### src/rtl/alu_arbiter.sv
// alu_arbiter: shares one combinational ALU between two requesters.
// Round-robin grant, registered ALU operands, and a held result that
// stays stable until the granted port takes it.
module alu_arbiter #(
  parameter int B = 32
) (
  input  logic         clk,
  input  logic         rst_n,
  input  logic         req_valid_0,
  input  logic         req_valid_1,
  output logic         req_ready_0,
  output logic         req_ready_1,
  input  logic [B-1:0] req_op1_0,
  input  logic [B-1:0] req_op1_1,
  input  logic [B-1:0] req_op2_0,
  input  logic [B-1:0] req_op2_1,
  input  logic [3:0]   req_ctrl_0,
  input  logic [3:0]   req_ctrl_1,
  output logic         resp_valid_0,
  output logic         resp_valid_1,
  input  logic         resp_ready_0,
  input  logic         resp_ready_1,
  output logic [B-1:0] resp_result,
  output logic         resp_zero,
  output logic [B-1:0] alu_op1,
  output logic [B-1:0] alu_op2,
  output logic [3:0]   alu_control,
  input  logic [B-1:0] alu_result,
  input  logic         alu_zero,
  output logic         busy,
  output logic         grant_id
);

  typedef enum logic [1:0] {
    IDLE = 2'd0,
    EXEC = 2'd1,
    RESP = 2'd2
  } state_t;

  state_t       r_state;
  state_t       w_next;
  logic         r_last_grant;
  logic         r_grant_id;
  logic [B-1:0] r_op1;
  logic [B-1:0] r_op2;
  logic [3:0]   r_ctrl;
  logic [B-1:0] r_result;
  logic         r_zero;
  logic         w_any_valid;
  logic         w_winner;
  logic         w_accept;
  logic         w_resp_ready;

  // Winner selection: a lone requester wins; on a tie the port not granted last time wins.
  always_comb begin
    w_any_valid = req_valid_0 | req_valid_1;
    w_winner    = (req_valid_0 & req_valid_1) ? ~r_last_grant : req_valid_1;
  end

  // Only the granted port's resp_ready can close a response; the other port is ignored.
  always_comb begin
    w_resp_ready = r_grant_id ? resp_ready_1 : resp_ready_0;
  end

  // Next-state logic and request acceptance.
  always_comb begin
    w_next   = r_state;
    w_accept = 1'b0;
    case (r_state)
      IDLE: begin
        if (w_any_valid) begin
          w_accept = 1'b1;
          w_next   = EXEC;
        end
      end
      EXEC: w_next = RESP;
      RESP: begin
        if (w_resp_ready) begin
          w_next = IDLE;
        end
      end
      default: w_next = IDLE;
    endcase
  end

  // State register.
  always_ff @(posedge clk or negedge rst_n) begin
    if (!rst_n) begin
      r_state <= IDLE;
    end else begin
      r_state <= w_next;
    end
  end

  // Grant bookkeeping and operand latch; updated only when a request is accepted.
  always_ff @(posedge clk or negedge rst_n) begin
    if (!rst_n) begin
      r_last_grant <= 1'b1;
      r_grant_id   <= 1'b0;
      r_op1        <= '0;
      r_op2        <= '0;
      r_ctrl       <= 4'b0000;
    end else if (w_accept) begin
      r_last_grant <= w_winner;
      r_grant_id   <= w_winner;
      r_op1        <= w_winner ? req_op1_1  : req_op1_0;
      r_op2        <= w_winner ? req_op2_1  : req_op2_0;
      r_ctrl       <= w_winner ? req_ctrl_1 : req_ctrl_0;
    end
  end

  // Result capture at the end of the EXEC cycle; held through RESP and beyond.
  always_ff @(posedge clk or negedge rst_n) begin
    if (!rst_n) begin
      r_result <= '0;
      r_zero   <= 1'b0;
    end else if (r_state == EXEC) begin
      r_result <= alu_result;
      r_zero   <= alu_zero;
    end
  end

  // Output drive: handshakes are decoded from state, data straight from registers.
  always_comb begin
    req_ready_0  = w_accept & ~w_winner;
    req_ready_1  = w_accept &  w_winner;
    resp_valid_0 = (r_state == RESP) & ~r_grant_id;
    resp_valid_1 = (r_state == RESP) &  r_grant_id;
    resp_result  = r_result;
    resp_zero    = r_zero;
    alu_op1      = r_op1;
    alu_op2      = r_op2;
    alu_control  = r_ctrl;
    busy         = (r_state != IDLE);
    grant_id     = r_grant_id;
  end

endmodule

### config.mk
export PLATFORM = sky130hd
export DESIGN_NAME = alu_arbiter
export DESIGN_NICKNAME = d
export VERILOG_FILES = /design/src/rtl/alu_arbiter.sv
export SDC_FILE = /design/constraint.sdc
export NUM_CORES = 1
export LEC_CHECK = 0
export ABC_AREA = 1
export CORE_ASPECT_RATIO = 0.9
export CORE_MARGIN = 2
export CORE_UTILIZATION = 41
export DETAILED_ROUTE_END_ITERATION = 6
export GPL_TIMING_DRIVEN = 0
export PLACE_DENSITY = 0.8
export SYNTH_ARGS = -nofsm -noshare
export SYNTH_HDL_FRONTEND = slang
export SYNTH_SLANG_ARGS = --single-unit
### constraint.sdc
create_clock -name clk -period 4 [get_ports clk]
set_clock_uncertainty 0.05 [all_clocks]
set_input_delay 0.8 -clock clk [delete_from_list [all_inputs] [get_ports clk]]
set_output_delay 0.8 -clock clk [all_outputs]
set_load 0.02 [all_outputs]
Word level (Yosys, flattened, before mapping)
Cells that the tools add are included. Widths: inputs -> output; s select.

Logic and storage cells: 34. Input port bits: 175. Output and inout bits: 107. Register bits after elaboration: 105.

Bitwise operators: 9. Eq/ne operators: 4. Muxes and demuxes: 10. Reduce and logical (&&, ||, !) cells: 3.

Operator list (count): $mux 32 (2); $pmux 2 s3 (1); $and 1x1->1 (5); $mux 1 (4); $mux 2 (2); $mux 4 (1); $ne 2x2->1 const B (2); $not 1->1 (3); $eq 2x1->1 const B (1); $eq 2x2->1 const B (1); $logic_not 2->1 (1); $reduce_and 2->1 (1); $reduce_bool 2->1 (1); $or 1x1->1 (1).

Depth between registers and ports, before layout
Gate-level depths: netlist of the first run.

Depth after elaboration: 4. Mapped depth: 8. Gate-level depth less buffers: 6.

Worst setup path before layout of the first run
No wires, ideal clock.

Kind: input-to-output. Start point: in req_valid_1. End point: out req_ready_0. Path slack: 1.448 ns. Buffers on the path: 2. Stages on the path: 5. Arrival: 1.702 ns. Required time: 3.150 ns. Path through: buf_2 > nand2_1 > clkbuf_1 > inv_1 > nor2_1.

Word-level cells in the longest chain between the ends: 4. Elaborated cells on any way between the ends: 7. Classes of those cells: mux: 3; bitwise: 4.

Ends and longest elaborated chain: start, declared (RTL line 10) `input logic req_valid_1,`; $or 1x1->1 / $and 1x1->1 (equally long branches) (RTL line 56, 57); $mux 1 (on tied branches) (RTL line 71, 57); $mux 1 / $not 1->1 (equally long branches) (RTL line 69, 125); $and 1x1->1 (*) (RTL line 125) `req_ready_0 = w_accept & ~w_winner;`; end, declared (RTL line 11) `output logic req_ready_0,`.

Every way passes the cells marked *; elsewhere a longest branch is shown, timed or not.

Final worst setup path of the first run
Start point: in req_valid_0. End point: out req_ready_0.

Word-level cells in the longest chain between the ends: 4. Elaborated cells on any way between the ends: 7. Classes of those cells: mux: 3; bitwise: 4.

Ends and longest elaborated chain: start, declared (RTL line 9) `input logic req_valid_0,`; $or 1x1->1 / $and 1x1->1 (equally long branches) (RTL line 56, 57); $mux 1 (on tied branches) (RTL line 71, 57); $mux 1 / $not 1->1 (equally long branches) (RTL line 69, 125); $and 1x1->1 (*) (RTL line 125).

Marks and branches as above.

==> flow_metrics.env, run 1 <==
export IMPL_fin_crit_ns=3.67
export IMPL_cts_inserted_buffers=9
export IMPL_floorplan_initialDensity_pct=41.9
export IMPL_post_cts_resized_instances=0
export IMPL_power_switching_fraction_pct=43.2
export IMPL_route_vias_total=5710
export IMPL_drc_errors=0
export IMPL_post_synthesis_cells=751
export IMPL_grt_remaining_overflow=0
export IMPL_post_synth_cell_area_avg_um2=7.07
export IMPL_drt_pass1_iter_count=4
export IMPL_ys_top_cells_by_count="sky130_fd_sc_hd__nand2_1, sky130_fd_sc_hd__nand3_1, sky130_fd_sc_hd__inv_1, sky130_fd_sc_hd__dfrtp_1, sky130_fd_sc_hd__buf_2"
export IMPL_grt_util_all_layers_pct=25.6
export IMPL_design_portCount=282
export IMPL_max_cap_violations=0
export IMPL_cts_setup_buffers=0
export IMPL_antenna_diode_count=0
export IMPL_run_status="completed"
export IMPL_tightest_slew_ns=0.601
export IMPL_clk_latency_ns=0.34
export IMPL_slew_violations=0
export IMPL_min_period_over_period_pct=91.7
export IMPL_synth_seq_area_share_pct=49.5
export IMPL_worstSetupPathType="in -> out"
export IMPL_detail_route_vias_per_cell=4.72
export IMPL_worst_setup_path_start_kind="primary input"
export IMPL_final_nets=1218
export IMPL_cts_sink_count=105
export IMPL_vdd_ir_drop_max_mv=0.360
export IMPL_floorplan_die_height_um=112
export IMPL_synth_async_sr_flop_share_pct=100
export IMPL_final_fill_count=1095
export IMPL_grt_pass1_vias=5710
export IMPL_netlist_area_leader_share_pct=49.0
export IMPL_dieArea_um2=13900
export IMPL_dominant_cell_type_by_area_after_synthesis="sky130_fd_sc_hd__dfrtp_1"
export IMPL_floorplan_core_area_um2=12700
export IMPL_wl_per_cell_um=14.5
export IMPL_critPathCaptureType="output pin"
export IMPL_cp_required_ns=3.15
export IMPL_grt_max_degree=63
export IMPL_area_growth_syn_to_layout_pct=62.4
export IMPL_layout_drive_gt1_share_pct=4.87
export IMPL_synth_area_top_cells="sky130_fd_sc_hd__dfrtp_1, sky130_fd_sc_hd__nand2_1, sky130_fd_sc_hd__nand3_1"
export IMPL_synthMostInstantiatedCell="sky130_fd_sc_hd__nand2_1"
export IMPL_power_share_combinational_pct=55.9
export IMPL_net_sw_power_w=0.00269
export IMPL_cts_path_max_buffers=2
export IMPL_cts_reportedPaths_clkPinSlew_ns=0.08
export IMPL_p_int_w=0.00354
export IMPL_seq_power_share_pct=30.5
export IMPL_detail_route_wirelength_um=17500
export IMPL_final_total_negative_setup_slack_ns=0
export IMPL_power_density_nw_per_um2=722
export IMPL_syn_num_nets=926
export IMPL_sequential_area_um2=2630
export IMPL_cts_htree_levels=3
export IMPL_cts_hold_buffers=0
export IMPL_detailedPlacementHpwl_um=13600
export IMPL_die_width_um=124
export IMPL_post_layout_total_power_w=0.00623
export IMPL_hold_class="in -> async"
export IMPL_clock_network_fraction_of_total_power_pct=13.7
export IMPL_cts_tree="done"
export IMPL_global_route_wire_length_before_repair_um=28000
export IMPL_worst_endpoint_arrival_ns=2.82
export IMPL_multi_input_area_um2=1940
export IMPL_detail_route_iter0_violations=382
export IMPL_timing_max_slew_rel_slack_pct=59.9
export IMPL_ys_flop_type="sky130_fd_sc_hd__dfrtp_1"
export IMPL_crit_fanout=10
export IMPL_grt_antenna_before_repair=0
export IMPL_gp_routability_congestion=0.856
export IMPL_route_antenna_remaining_nets=0
export IMPL_rsz0062_at_grt="false"
export IMPL_mapped_area_um2=5310
export IMPL_rows=39
export IMPL_netlist_cell_type_count=13
export IMPL_leakagePower_nw=4.57
export IMPL_postSynthRegisterBits=105
export IMPL_count_of_endpoints_failing_hold_in_the_final_timing_report=0
export IMPL_synth_edff_count=0
export IMPL_clock_tree_root_cell="sky130_fd_sc_hd__clkbuf_16"
export IMPL_port_buffer_count=280
export IMPL_synth_warn=0
export IMPL_worstRegToRegCells=6
export IMPL_report_final_setup_viol=0
export IMPL_maxClockFrequency_mhz=273
## per-layer routing
layer / vias to the layer above / GRT usage, % / routed length [um]
li1: 2835 / - / -
met1: 2613 / 30.1 / 6870
met2: 233 / 43.3 / 8320
met3: 29 / 9.48 / 1920
met4: 0 / 8.09 / 433
met5: - / 0 / 0
## registers in the layout, summed over array words and instances (netlist names)
register      count
resp_result      32
alu_op2          32
alu_op1          32
alu_control       4
resp_zero         1
r_last_grant      1
grant_id          1
r_state           2
## path summary, 6_finish.rpt
path / start / endpoint / slack [ns]
max in group asynchronous: rst_n / r_last_grant / 2.76
min in group clk: r_last_grant / r_last_grant / 0.42
worst min register to register: r_last_grant / r_last_grant / 0.42
worst max-delay path: req_valid_0 / req_ready_0 / 0.33
worst min-delay path: rst_n / alu_op1[8] / 0.40
worst max register to register: r_last_grant / alu_op2[21] / 2.19
## power groups by stage
stage               combinational (W)  sequential (W)  clock (W)
finish                        0.00348         0.00190   0.000852
global route                  0.00380         0.00196   0.000905
global placement              0.00344         0.00189          0
CTS                           0.00352         0.00190   0.000866
detailed placement            0.00351         0.00190          0
floorplan                     0.00117         0.00252          0
## per-stage QoR
step	worst slack [ns]	utilization [%]	hold WS [ns]	area (um^2)	cells
2_1_floorplan	1.45	-	0.393	5310	751
3_3_place_gp	-2.00	65.6	0.399	8320	1195
3_5_place_dp	0.184	65.8	0.405	8340	1196
4_1_cts	0.162	68.0	0.415	8620	1211
5_1_grt	0.140	68.0	0.439	8620	1211
6_report	0.334	68.0	0.400	8620	1211
## kinds of logic after synthesis
| logic type | share of synthesized area, % |
|---|---|
| AND/OR/NAND/NOR | 36.4 |
| buffers and inverters | 14.0 |
| flip-flops | 49.5 |
| AO/OA/AOI/OAI | 0.0941 |
## layout by cell type (no fill, tap or decap), types with 2 or more instances in the layout
cell and instances:
sky130_fd_sc_hd__buf_1 2, sky130_fd_sc_hd__buf_2 27, sky130_fd_sc_hd__clkbuf_1 16, sky130_fd_sc_hd__clkbuf_16 9
sky130_fd_sc_hd__clkdlybuf4s50_1 279, sky130_fd_sc_hd__clkinvlp_4 3, sky130_fd_sc_hd__dfrtp_1 104, sky130_fd_sc_hd__inv_1 140
sky130_fd_sc_hd__inv_2 3, sky130_fd_sc_hd__inv_8 2, sky130_fd_sc_hd__nand2_1 278, sky130_fd_sc_hd__nand3_1 170
sky130_fd_sc_hd__nor2_1 6
## critical path: stages
cell                              delay [ns]
sky130_fd_sc_hd__clkdlybuf4s50_1        0.47
sky130_fd_sc_hd__nand2_1                0.18
sky130_fd_sc_hd__nand2_1                0.31
sky130_fd_sc_hd__clkbuf_2               0.28
sky130_fd_sc_hd__inv_1                  0.06
sky130_fd_sc_hd__nor2_1                 0.11
sky130_fd_sc_hd__clkdlybuf4s50_1        0.61
## cell type report
class | instances | share of cell area (%)
Timing Repair Buffer | 281 | 32.8
Sequential cell | 105 | 30.5
Multi-Input combinational cell | 457 | 22.5
Inverter | 143 | 6.22
Clock buffer | 9 | 2.61
Buffer | 46 | 2.41
Tap cell | 164 | 2.38
Clock inverter | 6 | 0.624
Power figures use the tool's default switching activity.
==> run 2, diff against run 1 <==
Settings changed: CORE_UTILIZATION 41 to 40, PLACE_DENSITY 0.8 to 0.79.
Clock period 4 ns to 3.6 ns, I/O delays scaled along.
==> flow_metrics.env, run 2 (synthesis results as in run 1) <==
export IMPL_count_of_endpoints_failing_hold_in_the_final_timing_report=0
export IMPL_route_vias_total=5660
export IMPL_critical_path_most_common_cell="sky130_fd_sc_hd__clkdlybuf4s50_1"
export IMPL_detail_route_vias_per_cell=4.67
export IMPL_vdd_ir_drop_max_mv=0.385
export IMPL_clk_latency_ns=0.34
export IMPL_global_route_wire_length_before_repair_um=28400
export IMPL_route_antenna_remaining_nets=0
export IMPL_detailedPlace_worstSlack_ns=-0.136
export IMPL_most_frequent_cells_in_the_layout="sky130_fd_sc_hd__clkdlybuf4s50_1, sky130_fd_sc_hd__nand2_1, sky130_fd_sc_hd__nand3_1"
export IMPL_final_total_negative_setup_slack_ns=0
export IMPL_seq_power_share_pct=30.3
export IMPL_finalCoreUtilization_pct=67.3
export IMPL_hold_class="in -> async"
export IMPL_cts_path_max_buffers=2
export IMPL_floorplan_core_area_um2=12800
export IMPL_p_int_w=0.00394
export IMPL_grt_remaining_overflow=0
export IMPL_cp_top_family="buffers and inverters"
export IMPL_die_width_um=125
export IMPL_worstSetupPathType="in -> out"
export IMPL_cp_required_ns=2.83
export IMPL_max_cap_violations=0
export IMPL_gp_routability_congestion=0.854
export IMPL_crit_fanout=10
export IMPL_grt_pass1_vias=5502
export IMPL_rsz0062_at_grt="false"
export IMPL_fin_ws_ns=0.146
export IMPL_min_period_over_period_pct=95.9
export IMPL_wl_per_cell_um=14.5
export IMPL_multi_input_area_um2=1950
export IMPL_detail_route_wirelength_um=17600
export IMPL_power_density_nw_per_um2=803
export IMPL_area_growth_syn_to_layout_pct=62.7
export IMPL_cts_htree_levels=3
export IMPL_leakagePower_nw=4.58
export IMPL_detailedPlacementHpwl_um=13500
export IMPL_crit_slowest_cell="sky130_fd_sc_hd__clkdlybuf4s50_1"
export IMPL_floorplan_initialDensity_pct=41.4
export IMPL_maxClockFrequency_mhz=290
export IMPL_port_buffer_count=280
export IMPL_drt_pass1_iter_count=4
export IMPL_clock_network_fraction_of_total_power_pct=13.9
export IMPL_layout_drive_gt1_share_pct=5.06
export IMPL_cpPeakStageDelay_ns=0.63
export IMPL_floorplan_die_height_um=113
export IMPL_final_nets=1218
export IMPL_power_share_combinational_pct=55.8
export IMPL_power_switching_fraction_pct=43.2
export IMPL_grt_max_degree=67
export IMPL_drc_errors=0
export IMPL_rows=39
export IMPL_cts_sink_count=105
export IMPL_cts_inserted_buffers=9
export IMPL_slew_violations=0
export IMPL_net_sw_power_w=0.00300
export IMPL_worst_endpoint_arrival_ns=2.68
export IMPL_most_common_library_cell_in_the_layout_ignoring_fill_and_taps="sky130_fd_sc_hd__clkdlybuf4s50_1"
export IMPL_final_fill_count=1124
export IMPL_cts_tree="done"
export IMPL_worst_setup_path_startpoint="req_valid_0"
export IMPL_critPathBufInv=4
export IMPL_fin_crit_ns=3.45
export IMPL_critPathCaptureType="output pin"
export IMPL_grt_antenna_before_repair=0
export IMPL_tightest_slew_ns=0.551
export IMPL_timing_max_slew_rel_slack_pct=63.3
export IMPL_cp_cell_sequence="clkdlybuf4s50_1 > nand2_1 > nand2_4 > clkbuf_2 > inv_1 > nor2_1 > clkdlybuf4s50_1"
export IMPL_launch_instance_of_the_worst_register_to_register_path="r_last_grant"
export IMPL_antenna_diode_count=0
export IMPL_grt_util_all_layers_pct=25.3
export IMPL_dieArea_um2=14200
export IMPL_detail_route_iter0_violations=280
export IMPL_sequential_area_um2=2630
export IMPL_worst_setup_path_start_kind="primary input"
export IMPL_cts_reportedPaths_clkPinSlew_ns=0.07
export IMPL_report_final_setup_viol=0
export IMPL_design_portCount=282
export IMPL_clock_tree_root_cell="sky130_fd_sc_hd__clkbuf_16"
export IMPL_run_status="completed"
-- run 2: changes by cell type in the layout (fill, tap and decap cells not counted) --
cell and change:
sky130_fd_sc_hd__inv_8 -1, sky130_fd_sc_hd__clkinv_4 +1, sky130_fd_sc_hd__nand2_1 -1, sky130_fd_sc_hd__clkinvlp_4 -2, sky130_fd_sc_hd__nand2_4 +1, sky130_fd_sc_hd__inv_6 +3
-- run 2: layout make-up --
type | count | area share [%]
Sequential cell | 105 | 30.4
Clock buffer | 9 | 2.61
Inverter | 143 | 6.21
Clock inverter | 7 | 0.724
Tap cell | 164 | 2.37
Timing Repair Buffer | 281 | 32.7
Multi-Input combinational cell | 457 | 22.5
Buffer | 46 | 2.40
-- run 2: path summary, 6_finish.rpt --
path                              endpoint  slack, ns  cells after the start
max reg2reg                    alu_op2[26]       1.91                      6
max in group asynchronous   resp_result[7]       2.48                      2
min reg2reg                resp_result[31]       0.42                      2
max                            req_ready_0       0.15                      7
min                            alu_op1[10]       0.31                      1
min in group clk           resp_result[31]       0.42                      2
-- run 2: power by group through the flow --
stage / sequential [W] / combinational, W / clock (W)
final: 0.00210 / 0.00387 / 0.000963
after CTS: 0.00210 / 0.00391 / 0.000982
after global routing: 0.00218 / 0.00423 / 0.00103
after global placement: 0.00211 / 0.00384 / 0
after floorplan: 0.00280 / 0.00130 / 0
after detailed placement: 0.00210 / 0.00390 / 0
-- run 2: layer usage --
metal / vias up / track usage [%] / wire length (um)
li1: 2847 / - / -
met1: 2539 / 31.7 / 7260
met2: 242 / 41.2 / 8150
met3: 32 / 8.04 / 1740
met4: 0 / 9.26 / 479
met5: - / 0 / 0
-- run 2: timing repair --
| item | CTS | global route |
|---|---|---|
| hold buffers | 0 | 0 |
| endpoints found under the setup margin | 1 | 1 |
| buffers inserted | 0 | 0 |
| resized for setup | 2 | 1 |
| pin swaps | 0 | 0 |
-- run 2: metrics by stage --
stage               cell area, um^2  power (W)  instances  hold slack (ns)
finish                         8640    0.00694       1212            0.305
global route                   8640    0.00744       1212            0.337
CTS                            8640    0.00699       1212            0.319
detailed placement             8340    0.00600       1196            0.408
global placement               8320    0.00595       1195            0.401
floorplan                      5310    0.00410        751            0.374
==> run 3, diff against run 2 <==
Settings changed: SKIP_CTS_REPAIR_TIMING from default to 1.
==> results of run 3 <==
No change in the layout: final DEF, timing and power equal those of run 2.
==> patch 1, RTL diff (flow settings as in run 2) <==
`B`: 32 -> 48.
--- a/src/rtl/alu_arbiter.sv
+++ b/src/rtl/alu_arbiter.sv
@@ -4,3 +4,3 @@
 module alu_arbiter #(
-  parameter int B = 32
+  parameter int B = 48
 ) (
Ports: changed (8 resized); port bits go from 282 to 410. The function was not compared with the original's and may differ.
==> patch 1 against run 2 <==
Synthesized area rose by 48%; cell area is 49% higher; sequential cell count grew 48; routed wire length up 65%; synthesized cell count rose by 46%; first-iteration DRC count is 19% higher; critical endpoint unchanged; combinational power is 52% higher; total power is 56% higher; setup slack better by 0.018 ns.
==> patch 1: results (changes against run 2) <==
metric	value	unit	change
status	complete, no violations		
grt_use_met3	10.5	%	+2.4 points
dr_wl_met2	14300	µm	+76%
grt_util_met1	31.2	%	-0.50 points
worstPathMaxFanout	10		unchanged
synth_cell_types	14		+1
yosys-top-cells-area	dfrtp_1, nand2_1, nand3_1		
tightest_slew	0.828	ns	+0.278 ns
synth_top_cells_by_count	nand2_1, nand3_1, inv_1, dfrtp_1, clkbuf_1		
drt-pass1-iter-count	7		+3
r2r-end	alu_op2[42]$_DFFE_PN0P_		
routed_wl	29100	µm	+65%
grt_pass1_vias	8289		+51%
grtUsageMet2	48.0	%	+6.8 points
detail_route.vias_per_cell	4.83		+3.4%
cts_root_buffer	clkbuf_16		
grt_antenna_before_repair	4		+4
hp-class	primary input to asynchronous set/reset pin		
clk_pin_slew_worst_paths	0.07	ns	about the same
cp_slowest_cell	clkdlybuf4s50_1		
wl_met1	10800	µm	+49%
grt_usage	27.9	%	+2.6 points
r2r_setup_slack	1.88	ns	-0.03 ns
dp_hpwl	22500	µm	+67%
gp_congestion	0.902		+5.6%
dr_wl_met3	3030	µm	+74%
arrival	2.67	ns	about the same
peakVddDrop	0.502	mV	+31%
grt_max_degree	86		+28%
yosysSeqAreaShare	48.8	%	-0.73 points
routed.top_layer	met5		
nets	1780		+46%
drt_iter0_markers	333		+19%
cts_max_level	4		+1
crit_path_end	req_ready_0		
clk_latency	0.41	ns	+0.07 ns
p_leak	6.78	nW	+48%
cts_made_buffers	17		+8
portBuffers	409		+46%
worstSetupStartpoint	req_valid_0		
drive_gt1_share	4.88	%	-0.18 points
nFillCells	1645		+46%
grt_pass1_wl	43600	µm	+53%
cpPeakStageDelay	0.60	ns	-0.03 ns
synth_nets	1351		+46%
[patch 1: cell types whose count changed after synthesis, sizes merged]
cell	delta
nand2	+128
inv	+64
clkbuf	+11
nand3	+80
buf	+14
dfrtp	+48
[patch 1: metrics by stage]
stage / cell area [µm²] / utilization [%] / setup WS [ns] / hold WS, ns / cells
after detailed placement: 12300 / 63.9 / 0.0918 / 0.408 / 1756
after global routing: 12900 / 67.1 / 0.0692 / 0.355 / 1789
final: 12900 / 67.1 / 0.164 / 0.274 / 1789
after floorplan: 7850 / - / 1.31 / 0.374 / 1096
after global placement: 12300 / 63.8 / -4.61 / 0.403 / 1755
after CTS: 12900 / 67.1 / 0.0620 / 0.327 / 1787
[patch 1: cell families (layout without fill, tap and decap cells)]
group / count (synthesis) / count (layout) / synth area share (%)
AO/OA/AOI/OAI: 1 / 1 / 0.0637
other: 0 / 2 / 0
buffers and inverters: 278 / 719 / 15.3
flip-flops: 153 / 153 / 48.8
AND/OR/NAND/NOR: 664 / 664 / 35.8
[patch 1: cell type report]
class	count	area share, %
clock buffer	21	3.57
multi-input combinational	665	21.9
antenna	2	0.0388
clock inverter	10	1.11
sequential	153	29.7
buffer	71	3.35
inverter	207	6.02
tap	250	2.42
timing repair buffer	410	32.0
[patch 1: repair_timing]
item | 4_1_cts | 5_1_grt
gates resized for setup | 0 | 2
setup buffers | 0 | 0
endpoints found under the setup margin | 0 | 1
[patch 1: worst reg2reg max path, cell delays in order, from the launching register on]
cell and delay [ns]:
dfstp_2 0.37, nand2_1 0.08, buf_2 0.30, buf_1 0.38, nand3_1 0.22, nand3_1 0.15
nand2_1 0.06
[patch 1: power breakdown]
group          total [mW]  switching [mW]  internal [mW]
Sequential           3.10           0.498           2.60
Combinational        5.87            3.31           2.56
Clock                1.85           0.721           1.13
==> patch 2, RTL diff (config.mk and constraints of run 2) <==
Without the edit above. Encoding of `state_t`: now one-hot (3 bits for 3 states).
--- a/src/rtl/alu_arbiter.sv
+++ b/src/rtl/alu_arbiter.sv
@@ -33,6 +33,6 @@
 
-  typedef enum logic [1:0] {
-    IDLE = 2'd0,
-    EXEC = 2'd1,
-    RESP = 2'd2
+  typedef enum logic [2:0] {
+    IDLE = 3'b001,
+    EXEC = 3'b010,
+    RESP = 3'b100
   } state_t;
Function: no difference found for any inputs over 10 cycles, from zero or initial values and one cycle with rst_n low; not proved beyond that.
==> patch 2 against run 2 <==
Setup slack improved by 0.045 ns; cell area shrank 1.6%; final cell count shrank 5.0%; non-clock buffer count unchanged; synthesized area fell by 3.6%; count of clock-buffer cells in the layout increased by 1; total power is 1.8% higher; sequential cell count is 1 higher; via count shrank 4.9%; routed wire length is 4.9% lower; critical path type unchanged; largest power group unchanged.
==> patch 2: results (changes against run 2) <==
metric	value	unit	change
dr_wl_met3	1740	µm	unchanged
routed.top_layer	met4		
synth_cell_types	17		+4
place_area	8150	µm²	-2.3%
grtUsageMet2	40.5	%	-0.71 points
cpPeakStageDelay	0.60	ns	-0.03 ns
yosysSeqAreaShare	51.9	%	+2.4 points
clock_buffers	10		+1
status	complete, no violations		
grt_util_met1	29.3	%	-2.3 points
synth_nets	866		-6.5%
synthFlopType	dfrtp_1		
p_per_area	830	nW/µm²	+3.4%
buf_share	36.4	%	+1.3 points
multi_input_gates	532		+16%
clock_area_share	4.13	%	+0.80 points
nets	1158		-4.9%
nFillCells	1090		-3.0%
clkSinkCount	106		+0.95%
peakVddDrop	0.376	mV	-2.2%
pre_cts_ws	0.178	ns	+0.314 ns
fin_area	8500	µm²	-1.6%
drt-pass1-iter-count	4		unchanged
worstSetupStartpoint	req_valid_0		
dpl.cell_count	1136		-5.0%
cts_root_buffer	clkbuf_16		
drt_iter0_markers	243		-13%
synth_top_cells_by_count	nand2_1, dfrtp_1, nand3_1, buf_2, clkbuf_1		
grt_use_met3	9.32	%	+1.3 points
inverters_excl_clock	7		-95%
drive_gt1_share	6.28	%	+1.2 points
synth_cells	691		-8.0%
dr_wl_met2	7920	µm	-2.8%
routed-via-count	5380		-4.9%
p_switching	2.91	mW	-3.0%
wl_met1	6810	µm	-6.2%
setup_viol_count_final	0		unchanged
r2r-start	r_last_grant$_DFFE_PN1P_		
tightest_slew	0.647	ns	+0.0964 ns
grt_usage	24.5	%	-0.77 points
clockBufferDepth	2		unchanged
grt_pass1_vias	5135		-6.7%
ctsResizeCount	0		-2
wl_per_cell	14.6	µm	about the same
portBuffers	280		unchanged
detail_route.vias_per_cell	4.67		about the same
yosys-top-cells-area	dfrtp_1, nand2_1, nand3_1		
power_frac_comb	54.1	%	-1.7 points
arrival	2.64	ns	-0.04 ns
grt_antenna_before_repair	0		unchanged
cts_made_buffers	9		unchanged
gp_congestion	0.870		+1.9%
cp_slowest_cell	clkdlybuf4s50_1		
p_leak	4.26	nW	-7.0%
seq-power	2.09	mW	
multi_input_area_share	25.5	%	+2.9 points
dp_hpwl	12500	µm	-6.8%
grt_max_degree	61		-9.0%
grt_pass1_wl	26000	µm	-8.5%
seqCellArea	2660	µm²	+1.0%
-- patch 2: cell count changes after synthesis, sizes merged --
cell / change
o21ai: +2
inv: -137
nand2: +139
clkbuf: -4
nor2: +2
buf: +4
nand3: -68
dfstp: +1
clkinv: +1
-- patch 2: logic make-up after synthesis --
family	Yosys count	synth area share [%]
AOI/OAI and AO/OA	3	0.293
and+or+nand+nor	529	42.0
DFF	106	51.9
buffers and inverters	53	5.84
-- patch 2: worst paths after layout --
| kind | to | slack [ns] |
|---|---|---|
| setup / recovery | req_ready_0 | 0.19 |
| hold / removal | alu_op2[29]$_DFFE_PN0P_ | 0.33 |
| setup reg to reg | grant_id$_DFFE_PN0P_ | 2.06 |
| hold reg to reg | r_last_grant$_DFFE_PN1P_ | 0.42 |
| max in group asynchronous | r_last_grant$_DFFE_PN1P_ | 2.39 |
| min in group clk | r_last_grant$_DFFE_PN1P_ | 0.42 |
